--- src/rtl/alert_scheduler_if.sv ---
// Alert scheduler bus: the four monitor request levels and the patient
// acknowledge going in, the shared alert output coming back.
//   master : drives req/ack, observes the alert outputs (monitors + patient side)
//   slave  : the scheduler itself
interface alert_scheduler_if;
  logic [3:0] req;           // [0] fall, [1] bpm, [2] temp, [3] medicine reminder
  logic       ack;           // patient acknowledge
  logic       alert_active;  // an alert is being presented
  logic [1:0] alert_id;      // presented source, valid while alert_active
  logic       buzzer;        // buzzer drive
  logic       escalate;      // current alert timed out without ack
  logic [3:0] pending;       // latched, not-yet-acknowledged requests

  modport master (
    output req, ack,
    input  alert_active, alert_id, buzzer, escalate, pending
  );

  modport slave (
    input  req, ack,
    output alert_active, alert_id, buzzer, escalate, pending
  );
endinterface

--- src/rtl/alert_scheduler.sv ---
// Shares one patient-alert output between four monitors. Rising edges on the
// request lines are latched into pending bits; pending alerts are presented one
// at a time, lowest index first, with preemption by a higher-priority source.
// An acknowledge is accepted only after HOLD_CYCLES of presentation, and an
// alert left unacknowledged for TIMEOUT_CYCLES raises escalate.
// Ports:
//   clk    : system clock
//   reset  : asynchronous, active-high reset
//   bus    : alert_scheduler_if.slave (req, ack in; alert_active, alert_id,
//            buzzer, escalate, pending out -- all outputs registered)
module alert_scheduler #(
  parameter int HOLD_CYCLES    = 4,  // min cycles shown before ack is accepted
  parameter int TIMEOUT_CYCLES = 8,  // cycles without accepted ack before escalate
  parameter int CW             = 8   // service counter width
) (
  input  logic                 clk,
  input  logic                 reset,
  alert_scheduler_if.slave     bus
);

  typedef enum logic [1:0] {IDLE, SERVE, GAP} state_t;

  state_t        state;
  logic [3:0]    pending;
  logic [3:0]    req_d;
  logic [CW-1:0] cnt;
  logic          alert_active;
  logic [1:0]    alert_id;
  logic          buzzer;
  logic          escalate;

  logic [3:0]    rise;
  logic [1:0]    win_id;
  logic [3:0]    above_mask;
  logic          preempt;
  logic          ack_ok;
  logic [CW-1:0] cnt_inc;

  assign rise = bus.req & ~req_d;

  // Lowest pending index wins; scanning from the top lets the lowest overwrite.
  // NOTE: every signal written in always_comb gets a default first, otherwise a
  // path that skips the assignment infers a latch.
  always_comb begin
    win_id = 2'd0;
    for (int i = 3; i >= 0; i--) begin
      if (pending[i]) win_id = 2'(i);
    end
  end

  // Sources with a smaller index than the one being served outrank it.
  assign above_mask = (4'b0001 << alert_id) - 4'b0001;
  assign preempt    = |(pending & above_mask);
  assign ack_ok     = bus.ack && (cnt >= CW'(HOLD_CYCLES));
  assign cnt_inc    = (cnt < CW'(TIMEOUT_CYCLES)) ? cnt + 1'b1 : cnt;

  // NOTE: state and registered outputs use non-blocking assignments so every
  // right-hand side reads the pre-edge value; a later assignment to the same
  // register in this block overrides the earlier default.
  always_ff @(posedge clk or posedge reset) begin
    if (reset) begin
      state        <= IDLE;
      pending      <= 4'b0000;
      req_d        <= 4'b0000;
      cnt          <= '0;
      alert_active <= 1'b0;
      alert_id     <= 2'd0;
      buzzer       <= 1'b0;
      escalate     <= 1'b0;
    end else begin
      req_d   <= bus.req;
      // A new edge always wins over a clear in the same cycle.
      pending <= pending | rise;

      case (state)
        IDLE: begin
          if (|pending) begin
            state        <= SERVE;
            alert_id     <= win_id;
            cnt          <= '0;
            alert_active <= 1'b1;
            // cnt starts at 0, so the buzzer is on in the first cycle for every source.
            buzzer       <= 1'b1;
          end
        end

        SERVE: begin
          if (ack_ok) begin
            pending      <= (pending & ~(4'b0001 << alert_id)) | rise;
            escalate     <= 1'b0;
            state        <= GAP;
            alert_active <= 1'b0;
            buzzer       <= 1'b0;
          end else if (preempt) begin
            // The preempted alert keeps its pending bit and is served again later.
            escalate     <= 1'b0;
            state        <= GAP;
            alert_active <= 1'b0;
            buzzer       <= 1'b0;
          end else begin
            if (cnt == CW'(TIMEOUT_CYCLES - 1)) escalate <= 1'b1;
            cnt    <= cnt_inc;
            // Fall/BPM buzz continuously; temp/medicine buzz on even counts.
            buzzer <= alert_id[1] ? ~cnt_inc[0] : 1'b1;
          end
        end

        GAP: begin
          state <= IDLE;
        end

        default: begin
          state        <= IDLE;
          alert_active <= 1'b0;
          buzzer       <= 1'b0;
        end
      endcase
    end
  end

  assign bus.alert_active = alert_active;
  assign bus.alert_id     = alert_id;
  assign bus.buzzer       = buzzer;
  assign bus.escalate     = escalate;
  assign bus.pending      = pending;

endmodule

--- src/flat_wrapper.sv ---
// flat-port wrapper written by rule: the top's interface ports become plain ports
module alert_scheduler_flat 
#(
  parameter int HOLD_CYCLES    = 4,                                            
  parameter int TIMEOUT_CYCLES = 8,                                                
  parameter int CW             = 8                           
)
  (clk, reset, bus_req, bus_ack, bus_alert_active, bus_alert_id, bus_buzzer, bus_escalate, bus_pending);
  alert_scheduler_if bus_i ();
  input  logic clk;
  input  logic reset;
  input wire logic [$bits(bus_i.req)-1:0] bus_req;
  input wire logic [$bits(bus_i.ack)-1:0] bus_ack;
  output wire logic [$bits(bus_i.alert_active)-1:0] bus_alert_active;
  output wire logic [$bits(bus_i.alert_id)-1:0] bus_alert_id;
  output wire logic [$bits(bus_i.buzzer)-1:0] bus_buzzer;
  output wire logic [$bits(bus_i.escalate)-1:0] bus_escalate;
  output wire logic [$bits(bus_i.pending)-1:0] bus_pending;
  assign bus_i.req = bus_req;
  assign bus_i.ack = bus_ack;
  assign bus_alert_active = bus_i.alert_active;
  assign bus_alert_id = bus_i.alert_id;
  assign bus_buzzer = bus_i.buzzer;
  assign bus_escalate = bus_i.escalate;
  assign bus_pending = bus_i.pending;
  alert_scheduler #(.HOLD_CYCLES(HOLD_CYCLES), .TIMEOUT_CYCLES(TIMEOUT_CYCLES), .CW(CW)) u_core (.clk(clk), .reset(reset), .bus(bus_i));
endmodule
--- config.mk ---
export PLATFORM = sky130hd
export DESIGN_NAME = alert_scheduler_flat
export DESIGN_NICKNAME = d
export VERILOG_FILES = /design/src/rtl/alert_scheduler_if.sv /design/src/rtl/alert_scheduler.sv /design/src/flat_wrapper.sv
export SDC_FILE = /design/constraint.sdc
export NUM_CORES = 1
export LEC_CHECK = 0
export CORE_MARGIN = 10
export CORE_UTILIZATION = 50
export CTS_BUF_LIST = sky130_fd_sc_hd__clkbuf_2 sky130_fd_sc_hd__clkbuf_4 sky130_fd_sc_hd__clkbuf_8
export CTS_CLUSTER_SIZE = 24
export DETAILED_ROUTE_END_ITERATION = 8
export PLACE_DENSITY_LB_ADDON = 0.2
export SLEW_MARGIN = 20
export SYNTH_ARGS = -nofsm -noshare
export SYNTH_HDL_FRONTEND = slang
export SYNTH_SLANG_ARGS = --single-unit
--- constraint.sdc ---
create_clock -name clk -period 2.1 [get_ports clk]
set_input_delay 0.315 -clock clk [delete_from_list [all_inputs] [get_ports clk]]
set_output_delay 0.315 -clock clk [all_outputs]
set_load 0.05 [all_outputs]
# Yosys cells after proc, flatten, opt, wreduce, memory -nomap -nowiden
# Cells that the tools add are included.
# word_totals
out_inout_bits	9
latchBits	0
rom_bits	0
ff_bits	23
inputBits	7
mem_bits_rw	0
word_cells	70
mem_count	0
# op_classes
n_eq_ne	8
div_mod_pow	0
reduce_logical	13
shift	1
muxes	26
bitwise	9
order_cmp	2
multipliers	0
n_addsub	2
# ops
op	count
$mux 8	4
$pmux 8 s2	1
$mux 2	7
$and 4x4->4	3
$mux 1	9
$add 8x1->8 const B	1
$eq 8x3->1 const B	1
$ge 8x3->1 const B	1
$lt 8x4->1 const B	1
$mux 4	2
$not 4->4	2
$or 4x4->4	2
$reduce_and 2->1	4
$reduce_or 4->1	2
$pmux 1 s3	2
$reduce_and 5->1	1
$ne 2x1->1 const B	2
$ne 2x2->1 const B	2
$pmux 2 s2	1
$reduce_and 4->1	1
$shl 1x2->4 const A	1
$sub 4x1->4 const B	1
$ne 3x1->1 const B	1
$reduce_and 3->1	1
7 further kinds	8

# Longest topological paths before layout
# logic_depth
depth_word	7
ltp_mapped	6
ltp_nobuf	5

# Worst setup path after synthesis
# OpenSTA, ideal clock, no wires.
# synth_path
path_kind	register to register
startpoint	reg u_core.pending[2], in the netlist u_core.bus.pending[2]
endpoint	reg u_core.cnt[2]
n_path_buf	0
t_arrival_ns	1.857
slack_ns	0.117
required_time_ns	1.974
synth_period_minus_slack_ns	1.983
stages_incl_launch_ff	6
setup_ns	0.126
path_cell_list	dfrtp_1 nor2_1 a211oi_1 o21bai_4 o21ai_2 a221o_1
# synth_via
elab_chain_len	4
elab_cells_between_ends	6
cone_classes	eq/ne: 2; bitwise: 1; reduce/logical: 3
# synth_lines
item	line	source
start, declared	alert_scheduler.sv:24	logic [3:0] pending;
start signal, assigned	alert_scheduler.sv:73	pending <= pending | rise;
start signal, assigned	alert_scheduler.sv:89	pending <= (pending & ~(4'b0001 << alert_id)) | rise;
$and 4x4->4	alert_scheduler.sv:53	assign preempt = |(pending & above_mask);
$reduce_or 4->1	alert_scheduler.sv:53	
$ne 2x2->1 (no line)	-	
$reduce_and 5->1 (no line) (*)	-	
end signal, assigned	alert_scheduler.sv:102	cnt <= cnt_inc;
end, declared	alert_scheduler.sv:26	logic [CW-1:0] cnt;
# Every way passes the cells marked *; elsewhere a longest branch is shown, timed or not.
# A chain may end at the register's enable or synchronous reset.

# Final worst setup path
# layout_path
startpoint	reg u_core.alert_id[1], in the netlist u_core.bus.alert_id[1]
endpoint	out bus_alert_id[1]
# layout_rtl
item	line	source
start, declared	alert_scheduler.sv:28	logic [1:0] alert_id;
start signal, assigned	alert_scheduler.sv:79	alert_id <= win_id;
end, declared	flat_wrapper.sv:15	output wire logic [$bits(bus_i.alert_id)-1:0] bus_alert_id;
# No word-level cell between the ends.

==> metrics.csv <==
metric,value,unit
synth_area_leaders,"dfrtp_1 (55%), o21ai_0 (4.8%), inv_1 (4.3%)",
place_hpwl,1.57,mm
slowest_stage,clkdlybuf4s50_1,
clk_pin_slew,0.12,ns
yosys.cell_types.count,36,
firstDrtPassIters,4,
root_buffer,clkbuf_4,
startpoint_type,flop,
placementRows,16,
syn_avg_cell_area,11.5,µm²
cpLargestDelayFamily,buffers and inverters,
p_int,852,µW
power,1.45,mW
synthMostInstantiatedCell,dfrtp_1,
synth_edf_count,0,
worst-path-buf-inv,1,
switching_share,41.3,%
power_frac_comb,42.7,%
ys_seq_area_share,54.6,%
portBuffers,15,
powerDensity,1160,nW/µm²
worstSetupPathType,reg -> out,
setup_viol,0,
syn_inst,92,
htreeDepth,1,
crit_path_end_kind,output pin,
slew_violations,0,
fmax,494,MHz
nets,122,
crit_fanout,8,
yosys.area.top_type,dfrtp_1,
cts_resized,0,
critPathMaxStageDelay,0.87,ns
grt_setup_unrepaired,yes,
gp_congestion,0.852,
dieArea,4340,µm²
crit_chain,clkdlybuf4s50_1,
synth_area,1050,µm²
worstPathRequired,1.78,ns
pin_count,16,
seq_power_share,43.1,%
period_minus_slack,2.03,ns
ctsHoldBuffers,0,
max_cap_violations,0,
wl,2.00,mm
hp-class,in -> async,
cts.sink_count,23,
detail_route.vias_per_cell,5.34,
grt_pass1_wl,3.45,mm
drt_iter0_drc,24,
diodes,0,
area_delta_synth_final,18.6,%
drc,0,
coreArea,1980,µm²
post_cts_buffers,0,
worst_slack,0.0749,ns
n_fill_cell,156,
hold_viol_final,0,
synth_seq_cells,23,
fin_hold_ws,0.313,ns
vias,742,
drtAntennaViolNets,0,
gr-total-overflow,0,
async_flop_share,100,%
cts.path.max_buffers,2,
drive_gt1_share,13.4,%
cts_made_buffers,3,
first_global_vias,748,
synth_fp_nets,101,
tightest_slew,0.515,ns
p_sw,600,µW
cp.arrival,1.71,ns
wire_per_inst,14.4,µm
ir_worst_vdd,838,µV
worstSkewPairLatency,0.31,ns
status,finished clean,
fin_crit_sh,96.4,%
synth_top_flop_cell,dfrtp_1,
yosysWarningCount,0,
track_usage,10.2,%
p_leak,0.559,nW
place_ws,0.119,ns
tritoncts,done,
die_h,65.9,µm
synth_top_area_share,54.6,%
relSlewSlack,65.6,%
antenna_found_initial,0,
p_clk_share,14.2,%
start_util,53.2,%
fin_skew,0.00392,ns
ys_top_cells_by_count,"dfrtp_1 (23), inv_1 (12), o21ai_0 (10)",
grt_max_degree,24,
die_x,65.9,µm
final_util,63.1,%
==> per-stage QoR <==
stage / instance area (µm²) / setup TNS (ns) / std cells
after floorplan: 1050 / 0 / 92
after global placement: 1220 / 0 / 135
after detailed placement: 1220 / 0 / 135
after CTS: 1250 / 0 / 139
after global routing: 1250 / -0.0399 / 139
final: 1250 / 0 / 139
==> state kept, by name, summed over array words and instances, names as in the netlist <==
signal,flops
u_core.bus.buzzer,1
u_core.state,2
u_core.bus.alert_id,2
u_core.bus.escalate,1
u_core.bus.alert_active,1
u_core.cnt,8
u_core.req_d,4
u_core.bus.pending,4
==> final cells by class <==
class	count	area [µm²]	area share (%)
clock buffers	3	22.5	1.80
clock inverters	1	7.51	0.601
inverters	12	45.0	3.60
multi-input cells	56	400	32.0
flip-flops and latches	23	576	46.0
well taps	27	33.8	2.70
repair buffers	17	165	13.2
==> worst paths after layout <==
path / slack (ns) / end / from / depth (start not counted)
max: 0.07 / bus_alert_id[1] / u_core.bus.alert_id[1]$_DFFE_PP0P_ / 1
min: 0.31 / u_core.cnt[2]$_DFFE_PP0P_ / reset / 3
max reg2reg: 0.10 / u_core.cnt[2]$_DFFE_PP0P_ / u_core.cnt[7]$_DFFE_PP0P_ / 5
min reg2reg: 0.42 / u_core.bus.pending[1]$_DFF_PP0_ / u_core.req_d[1]$_DFF_PP0_ / 1
max in group asynchronous: 1.57 / u_core.bus.buzzer$_DFFE_PP0P_ / reset / 3
min in group clk: 0.42 / u_core.bus.pending[1]$_DFF_PP0_ / u_core.req_d[1]$_DFF_PP0_ / 1
==> cells by family after synthesis <==
group,count (synthesis),synth area share (%)
compound gates,30,21.0
simple gates,23,13.8
flops,23,54.6
buf+inv,13,7.36
fa+ha+maj,2,2.37
xor+xnor,1,0.832
==> placed cells by master, fill, tap and decap left out, types with 2 or more instances in the layout <==
cell,netlist,routed
dfrtp_1,23,23
clkdlybuf4s50_1,0,15
inv_1,12,12
o21ai_0,10,10
nor2_1,4,4
a211oi_1,3,3
nand3_1,3,3
and2_2,3,3
clkbuf_4,0,3
a21oi_1,2,2
o31ai_1,2,2
nor3_1,2,2
o32a_1,2,2
ha_1,2,2
buf_4,0,2
==> power by group through the flow <==
| stage | Sequential, mW | Clock [mW] | Combinational, mW |
|---|---|---|---|
| 3_3_place_gp | 0.631 | 0 | 0.606 |
| 4_1_cts | 0.624 | 0.215 | 0.623 |
| 6_report | 0.626 | 0.206 | 0.620 |
| 5_1_grt | 0.641 | 0.234 | 0.672 |
| 2_1_floorplan | 0.730 | 0 | 0.390 |
| 3_5_place_dp | 0.632 | 0 | 0.618 |
==> metal layers <==
metal | share of wire [%] | vias to the layer above | GRT usage, %
li1 | - | 367 | -
met1 | 46 | 350 | 12.4
met2 | 46 | 21 | 15.1
met3 | 6.9 | 4 | 5.08
met4 | 1.1 | 0 | 3.74
met5 | 0 | - | 0
Power figures use the tool's default switching activity.
